==> config.mk <==
export PLATFORM = sky130hd
export DESIGN_NAME = dbus_wb_if
export DESIGN_NICKNAME = d
export VERILOG_FILES = /design/src/rtl/dbus_wb_if.sv
export SDC_FILE = /design/constraint.sdc
export NUM_CORES = 1
export LEC_CHECK = 0
export BUFFER_PORTS_ARGS = -buffer_cell sky130_fd_sc_hd__clkbuf_2
export CAP_MARGIN = 20
export CORE_UTILIZATION = 37
export CTS_CLUSTER_SIZE = 25
export DETAILED_ROUTE_END_ITERATION = 6
export HOLD_SLACK_MARGIN = 0.12
export PLACE_DENSITY_LB_ADDON = 0.12
export SYNTH_ARGS = -nofsm -noshare
export SYNTH_HDL_FRONTEND = slang
export SYNTH_SLANG_ARGS = --single-unit
==> constraint.sdc <==
create_clock -name clk -period 4.85 [get_ports clk]
set_input_delay 0 -clock clk [delete_from_list [all_inputs] [get_ports clk]]
set_output_delay 0 -clock clk [all_outputs]
set_load 0.01 [all_outputs]
==> src/rtl/dbus_wb_if.sv <==
// Wishbone B3 classic single-beat master for the OpenMIPS data port.
// Holds stallreq until ack/abort and returns load data to MEM/WB.
module dbus_wb_if #(
  parameter int unsigned TIMEOUT = 255,
  parameter int unsigned CNT_W   = 8
) (
  input  logic        clk,
  input  logic        rst,
  input  logic [5:0]  stall,
  input  logic        flush,
  input  logic        cpu_ce_i,
  input  logic [31:0] cpu_addr_i,
  input  logic [31:0] cpu_data_i,
  input  logic        cpu_we_i,
  input  logic [3:0]  cpu_sel_i,
  output logic [31:0] cpu_data_o,
  output logic        stallreq,
  output logic        bus_err_o,
  output logic [31:0] wb_adr_o,
  output logic [31:0] wb_dat_o,
  output logic [3:0]  wb_sel_o,
  output logic        wb_we_o,
  output logic        wb_cyc_o,
  output logic        wb_stb_o,
  input  logic [31:0] wb_dat_i,
  input  logic        wb_ack_i
);

  localparam logic [1:0] StIdle      = 2'd0;
  localparam logic [1:0] StBusy      = 2'd1;
  localparam logic [1:0] StWaitStall = 2'd2;

  // Wraps harmlessly when TIMEOUT is 0; the compare is gated off in that case.
  localparam logic [CNT_W-1:0] CntLast = CNT_W'(TIMEOUT - 1);

  logic [1:0]       state_q, state_d;
  logic [31:0]      wb_adr_q, wb_adr_d;
  logic [31:0]      wb_dat_q, wb_dat_d;
  logic [3:0]       wb_sel_q, wb_sel_d;
  logic             wb_we_q, wb_we_d;
  logic             wb_cyc_q, wb_cyc_d;
  logic [31:0]      rd_buf_q, rd_buf_d;
  logic [CNT_W-1:0] cnt_q, cnt_d;
  logic             bus_err_q, bus_err_d;

  logic stall_any;
  logic timeout_hit;
  logic clear_bus;

  assign stall_any   = |stall;
  assign timeout_hit = (TIMEOUT != 0) && (state_q == StBusy) && (cnt_q == CntLast);

  always_comb begin
    state_d   = state_q;
    wb_adr_d  = wb_adr_q;
    wb_dat_d  = wb_dat_q;
    wb_sel_d  = wb_sel_q;
    wb_we_d   = wb_we_q;
    wb_cyc_d  = wb_cyc_q;
    rd_buf_d  = rd_buf_q;
    cnt_d     = cnt_q;
    bus_err_d = 1'b0;
    clear_bus = 1'b0;

    case (state_q)
      StIdle: begin
        if (cpu_ce_i && !flush) begin
          wb_adr_d = cpu_addr_i;
          wb_dat_d = cpu_data_i;
          wb_sel_d = cpu_sel_i;
          wb_we_d  = cpu_we_i;
          wb_cyc_d = 1'b1;
          cnt_d    = '0;
          state_d  = StBusy;
        end else begin
          clear_bus = 1'b1;
        end
      end
      StBusy: begin
        // Flush wins over a same-cycle ack so the faulting access never returns data.
        if (flush) begin
          clear_bus = 1'b1;
          rd_buf_d  = '0;
          state_d   = StIdle;
        end else if (wb_ack_i) begin
          clear_bus = 1'b1;
          rd_buf_d  = wb_dat_i;
          state_d   = stall_any ? StWaitStall : StIdle;
        end else if (timeout_hit) begin
          clear_bus = 1'b1;
          rd_buf_d  = '0;
          bus_err_d = 1'b1;
          state_d   = StIdle;
        end else begin
          cnt_d = cnt_q + CNT_W'(1);
        end
      end
      StWaitStall: begin
        if (flush) begin
          rd_buf_d = '0;
          state_d  = StIdle;
        end else if (!stall_any) begin
          state_d = StIdle;
        end
      end
      default: begin
        clear_bus = 1'b1;
        state_d   = StIdle;
      end
    endcase

    if (clear_bus) begin
      wb_adr_d = '0;
      wb_dat_d = '0;
      wb_sel_d = '0;
      wb_we_d  = 1'b0;
      wb_cyc_d = 1'b0;
    end
  end

  always_ff @(posedge clk or posedge rst) begin
    if (rst) begin
      state_q   <= StIdle;
      wb_adr_q  <= '0;
      wb_dat_q  <= '0;
      wb_sel_q  <= '0;
      wb_we_q   <= 1'b0;
      wb_cyc_q  <= 1'b0;
      rd_buf_q  <= '0;
      cnt_q     <= '0;
      bus_err_q <= 1'b0;
    end else begin
      state_q   <= state_d;
      wb_adr_q  <= wb_adr_d;
      wb_dat_q  <= wb_dat_d;
      wb_sel_q  <= wb_sel_d;
      wb_we_q   <= wb_we_d;
      wb_cyc_q  <= wb_cyc_d;
      rd_buf_q  <= rd_buf_d;
      cnt_q     <= cnt_d;
      bus_err_q <= bus_err_d;
    end
  end

  always_comb begin
    stallreq   = 1'b0;
    cpu_data_o = '0;
    if (!rst) begin
      if (state_q == StIdle) begin
        stallreq = cpu_ce_i && !flush;
      end else if (state_q == StBusy) begin
        stallreq = !wb_ack_i && !flush && !timeout_hit;
        if (wb_ack_i && !flush) begin
          cpu_data_o = wb_dat_i;
        end
      end else if (state_q == StWaitStall) begin
        cpu_data_o = rd_buf_q;
      end
    end
  end

  assign wb_adr_o  = wb_adr_q;
  assign wb_dat_o  = wb_dat_q;
  assign wb_sel_o  = wb_sel_q;
  assign wb_we_o   = wb_we_q;
  assign wb_cyc_o  = wb_cyc_q;
  assign wb_stb_o  = wb_cyc_q;
  assign bus_err_o = bus_err_q;

endmodule

# [Word-level counts from Yosys, hierarchy flattened]
# Index checks and enable logic that the tools add are counted.
[word_totals] in_bits=112 output_inout_bits=105 ff_bits=113 elab_cells=87
[op_classes] n_addsub=1 reduce_logical=18 mux=49 eq_ne=10
[ops] cell="$mux W32" n=15
[ops] cell="$pmux W32 S2" n=1
[ops] cell="$mux W8" n=4
[ops] cell="$mux W1" n=16
[ops] cell="$pmux W8 S2" n=1
[ops] cell="$mux W2" n=7
[ops] cell="$mux W4" n=3
[ops] cell="$add A8 B1 Y8 const B" n=1
[ops] cell="$eq A8 B8 Y1 const B" n=1
[ops] cell="$ne A2 B2 Y1 const B" n=4
[ops] cell="$reduce_bool A2 Y1" n=4
[ops] cell="$pmux W2 S3" n=1
[ops] cell="$reduce_and A3 Y1" n=2
[ops] cell="$reduce_or A6 Y1" n=1
[ops] cell="$logic_and A1 B1 Y1" n=5
[ops] cell="$reduce_and A5 Y1" n=1
[ops] cell="$ne A4 B4 Y1 const B" n=1
[ops] cell="$logic_not A1 Y1" n=3
[ops] cell="$ne A3 B3 Y1 const B" n=1
[ops] cell="$pmux W1 S3" n=1
[ops] cell="$eq A2 B1 Y1 const B" n=1
[ops] cell="$eq A2 B2 Y1 const B" n=1
[ops] cell="$logic_not A2 Y1" n=1
[ops] cell="$ne A2 B1 Y1 const B" n=1
[ops] cell="$reduce_and A2 Y1" n=1

# [Depth between registers and ports, before layout]
[depth] depth_word=8 depth_mapped=7 depth_no_buf=5

# [Least setup slack after synthesis]
# OpenSTA, ideal clock, no wires.
[synth_timing] path_kind="reg2reg" startpoint="register cnt_q[0]" endpoint="register wb_adr_q[31], in the netlist wb_adr_o[31]" t_required_ns=4.714 path_buffers=2 arrival_ns=1.394 synth_period_minus_slack_ns=1.530 setup_time_ns=0.136 slack_ns=3.320 path_stages_with_launch=8 cell_sequence="dfrtp_1 > inv_1 > ha_1 > nand3_1 > o21a_1 > buf_4 > buf_6 > o2bb2ai_2"
[synth_between] elab_chain_len=8 word_cells_on_any_way=10 classes_between="eq/ne: 1; mux: 5; reduce/logical: 4"
[synth_lines] element="start: declaration" line="43" source="logic [CNT_W-1:0] cnt_q, cnt_d;"
[synth_lines] element="start signal: assignment" line="140" source="cnt_q <= cnt_d;"
[synth_lines] element="$eq A8 B8 Y1 (*)" line="51" source="assign timeout_hit = (TIMEOUT != 0) && (state_q == StBusy) && (cnt_q == CntLast);"
[synth_lines] element="$logic_and A1 B1 Y1 (*)" line="51"
[synth_lines] element="$mux W1 (*)" line="89" source="end else if (timeout_hit) begin"
[synth_lines] element="$mux W1 (*)" line="85" source="end else if (wb_ack_i) begin"
[synth_lines] element="$mux W1 (*)" line="81" source="if (flush) begin"
[synth_lines] element="$pmux W1 S3 (*)" line="65" source="case (state_q)"
[synth_lines] element="$reduce_bool A2 Y1 (no source line)"
[synth_lines] element="$reduce_and A2 Y1 (no source line)"
[synth_lines] element="end signal: assignment" line="134" source="wb_adr_q <= wb_adr_d;"
[synth_lines] element="end: declaration" line="37" source="logic [31:0] wb_adr_q, wb_adr_d;"
# Every way passes the cells marked *; elsewhere a longest branch is shown, timed or not.
# A chain may end at the register's enable or synchronous reset.

# [Worst setup path in the final report]
[layout_timing] startpoint="register state_q[1]" endpoint="output port cpu_data_o[25]"
[layout_between] elab_chain_len=5 word_cells_on_any_way=7 classes_between="eq/ne: 2; mux: 4; reduce/logical: 1"
[layout_lines] element="start: declaration" line="36" source="logic [1:0] state_q, state_d;"
[layout_lines] element="start signal: assignment" line="123" source="state_q <= StIdle;"
[layout_lines] element="start signal: assignment" line="133" source="state_q <= state_d;"
[layout_lines] element="$eq A2 B2 Y1" line="156" source="end else if (state_q == StWaitStall) begin"
[layout_lines] element="$mux W32" line="156"
[layout_lines] element="$mux W32" line="151" source="end else if (state_q == StBusy) begin"
[layout_lines] element="$mux W32 (*)" line="149" source="if (state_q == StIdle) begin"
[layout_lines] element="$mux W32 (*)" line="148" source="if (!rst) begin"
[layout_lines] element="end: declaration" line="16" source="output logic [31:0] cpu_data_o,"
# Marked as above.

==> metrics.md <==
| Metric | Value |
|---|---|
| CP Launch Point | state_q[1]$_DFFE_PP0P_ |
| Top cells by area, synth | dfrtp_1 (49%), a22oi_1 (13%), o2bb2ai_2 (7.8%) |
| Pwr dens | 364 nW/um^2 |
| Fmax | 0.345 GHz |
| Setup WS pre-CTS | 2.11 ns |
| RSZ-0062 raised after global routing | no |
| # setup viols final | 0 |
| Clk pwr share | 44.5% |
| GR Util met2 | 34.8% |
| Hpwl dp | 10100 um |
| Switching Fraction | 26.1% |
| Drt drc | 0 |
| Setup TNS | 0 ns |
| Die width | 127 um |
| Nets | 968 |
| Clk root buf | clkbuf_16 |
| Ys Warns | 0 |
| WL final | 17200 um |
| Slew margin rel. | 27.9% |
| Initial Util | 37.9% |
| Vias | 5742 |
| Gpl congestion | 0.788 |
| Internal power | 2.33 mW |
| Synth Area in Compound Gates | 34.3% |
| Core Area | 15100 um^2 |
| Synth Register Bits | 113 |
| Non-Filler Instances | 1055 |
| Multiplexer share of the synthesized area | 0.697% |
| Sequential Power Share | 39.2% |
| Slowest-stage cell, CP | nor2b_4 |
| Die Height | 127 um |
| Total grt overflow | 0 |
| Clock buffer depth | 2 |
| Async SR Flop Fraction | 100% |
| Maximum VDD drop | 0.205 mV |
| Std-Cell Rows | 45 |
| Pleak | 3.98 nW |
| Busiest metal layer after global routing | met2 |
| Clk pin slew, worst setup/hold paths | 0.05 ns |
| Top delay family on crit path | buffers and inverters |
| Post-synth cell types | 42 |
| Worst EP arrival | 2.89 ns |
| DRT Pass-1 Iters | 5 |
| Num Clock Sinks | 113 |
| CP max stage delay | 0.66 ns |
| Xor and xnor area share after synthesis | 0% |
| GRT Resource Usage Total | 21.6% |
| Largest family of logic cells by synthesized area | compound AO/OA/AOI/OAI gates |
| CP endpoint kind | output pin |
| Seq/Total Area, Yosys | 49.3% |
| GR Util met1 | 28.9% |
| Gate count of the mapped netlist | 558 |
| Synth area leader | dfrtp_1 |
| Largest net degree at the start of global routing | 84 |
| Worst skew pair latency | 0.41 ns |
| Status | completed |
| Routed wire per std cell | 16.3 um |
| Routed Antenna Nets | 0 |
| CP bufs+invs | 3 |
| Htree depth | 4 |
| Most used cell, CP | buf_4 |
| Antenna diode count | 0 |
| Reg-to-reg slack, setup | 1.99 ns |
| Combinational Power Share | 16.3% |
| Met3 usage | 5.19% |
| Initial antenna violation count | 0 |
| Worst r2r src | state_q[1]$_DFFE_PP0P_ |
| Die Area | 16000 um^2 |
| Fin. max-slew vios | 0 |
| Post-CTS setup buffer count | 0 |
| Drt initial violations | 319 |
| Top post-synthesis cells by count | dfrtp_1 (113), a22oi_1 (101), o21ai_0 (64) |
| Top-count cell post-synth | dfrtp_1 |
| Setup ws final | 1.96 ns |
| Post-layout util | 57.2% |
| Period utilization | 59.7% |
| Vias/cell | 5.44 |
| Setup CP Type | reg -> out |
| Port Buf Inserts | 216 |
| Cts bufs inserted | 17 |
| Io pins | 217 |
| Clock skew | 0.00705 ns |
| Layout Area Growth over Synthesis | 51.0% |
| Placed Instances | 916 |
| Mapped Nets | 672 |
| Psw | 824 uW |
| Slew @ Worst Pin | 1.08 ns |
| Number of flops mapped to enable cells by yosys | 0 |
| FF-to-FF End | state_q[1]$_DFFE_PP0P_ |
| Synthesized area | 5740 um^2 |
| Final hold violations | 0 |
| CP Capture Point | cpu_data_o[25] |
| Min Tclk post-route | 2.89 ns |
| Yosys top cell area share | 49.3% |
| Post-synthesis simple-gate area fraction | 8.09% |
| Vias in the first global route | 5529 |
| Startpoint Class | flop |
| R2R depth | 6 |
| CTS tree | yes |
| WHS | 0.169 ns |
| Hold Crit Class | in -> async |
| Primary FF master, synth | dfrtp_1 |
| CP Cell Sequence | buf_4 > nor2b_4 > buf_4 > a22oi_1 > nor2_1 > clkbuf_2 |
| Crit path depth | 6 |
| Critical path data required time | 4.85 ns |
| Syn avg cell area | 10.3 um^2 |
| Share of cells above drive strength 1 | 34.7% |
| Max-Cap Viols | 0 |
| Crit-path max FO | 45 |
| Post-Synth Adder-Cell Area | 0.436% |
| Global-route wire length before repair | 28000 um |
==> per-stage QoR <==
step	instance area (um^2)	total power [mW]
after CTS	8640	3.18
after global placement	6910	1.66
after floorplan	5740	1.51
final	8670	3.16
after detailed placement	6910	1.69
after global routing	8670	3.31
==> worst min path at each step <==
stage                                          end  cells past startpoint
after detailed placement  rd_buf_q[26]$_DFFE_PP0P_                      3
after CTS                      bus_err_o$_DFF_PP0_                      3
after global routing          cnt_q[3]$_DFFE_PP0P_                      2
after global placement    rd_buf_q[26]$_DFFE_PP0P_                      3
final                         cnt_q[3]$_DFFE_PP0P_                      2
after floorplan            rd_buf_q[0]$_DFFE_PP0P_                      2
==> placed cells by master (no fill, tap or decap), types with 2 or more instances in the layout <==
cell	synthesis	routed
bufinv_16	0	5
nand2_1	37	37
inv_1	35	34
a22oi_1	101	101
buf_4	4	12
o21ai_0	64	64
clkinv_2	0	2
a41oi_1	2	2
clkbuf_8	0	5
dlygate4sd3_1	0	106
nand2b_1	2	2
and3_1	3	3
nor2_2	0	2
a21oi_1	4	4
o2bb2ai_2	30	30
clkinvlp_4	0	2
o2bb2ai_1	6	6
mux2i_1	4	4
clkbuf_2	0	216
nor3_1	3	3
nand4_1	2	2
ha_1	2	2
dfrtp_1	113	112
and2_1	2	2
a32oi_1	32	32
clkbuf_16	0	17
nor4b_2	1	2
nand3_1	2	2
nor2_1	36	34
==> what timing repair did <==
action                                 CTS  global route
endpoints found under the hold margin  106             0
gates resized for setup                  0             0
hold buffers                           106             0
==> layout make-up <==
cell class | instances | area, um^2
Fill cell | 1317 | 6480
Sequential cell | 113 | 2830
Multi-Input combinational cell | 352 | 2540
Timing Repair Buffer | 335 | 2260
Clock buffer | 23 | 498
Tap cell | 188 | 235
Clock inverter | 9 | 175
Inverter | 35 | 134
==> routing by layer <==
layer	up-vias	share of wire, %
li1	2701	-
met1	2804	44
met2	222	49
met3	15	6.2
met4	0	1.1
met5	-	0
==> registers in the layout, summed over array words and instances, names as in the netlist <==
register	cells
wb_we_o	1
wb_cyc_o	1
rd_buf_q	32
bus_err_o	1
wb_adr_o	32
state_q	2
cnt_q	8
wb_sel_o	4
wb_dat_o	32
==> kinds of logic (layout without fill, tap and decap cells) <==
kind of cell,count (synthesis),count (layout)
buffers and inverters,93,402
AOI/OAI and AO/OA,248,248
adders and majority gates,2,2
DFF,113,113
and+or+nand+nor,98,98
muxes,4,4
==> power groups by stage <==
stage | clock, mW | sequential (mW) | combinational [mW]
2_1_floorplan | 0 | 1.23 | 0.279
3_3_place_gp | 0 | 1.24 | 0.429
3_5_place_dp | 0 | 1.24 | 0.448
4_1_cts | 1.44 | 1.23 | 0.514
5_1_grt | 1.49 | 1.26 | 0.571
6_report | 1.41 | 1.24 | 0.514
Power figures use the tool's default switching activity.
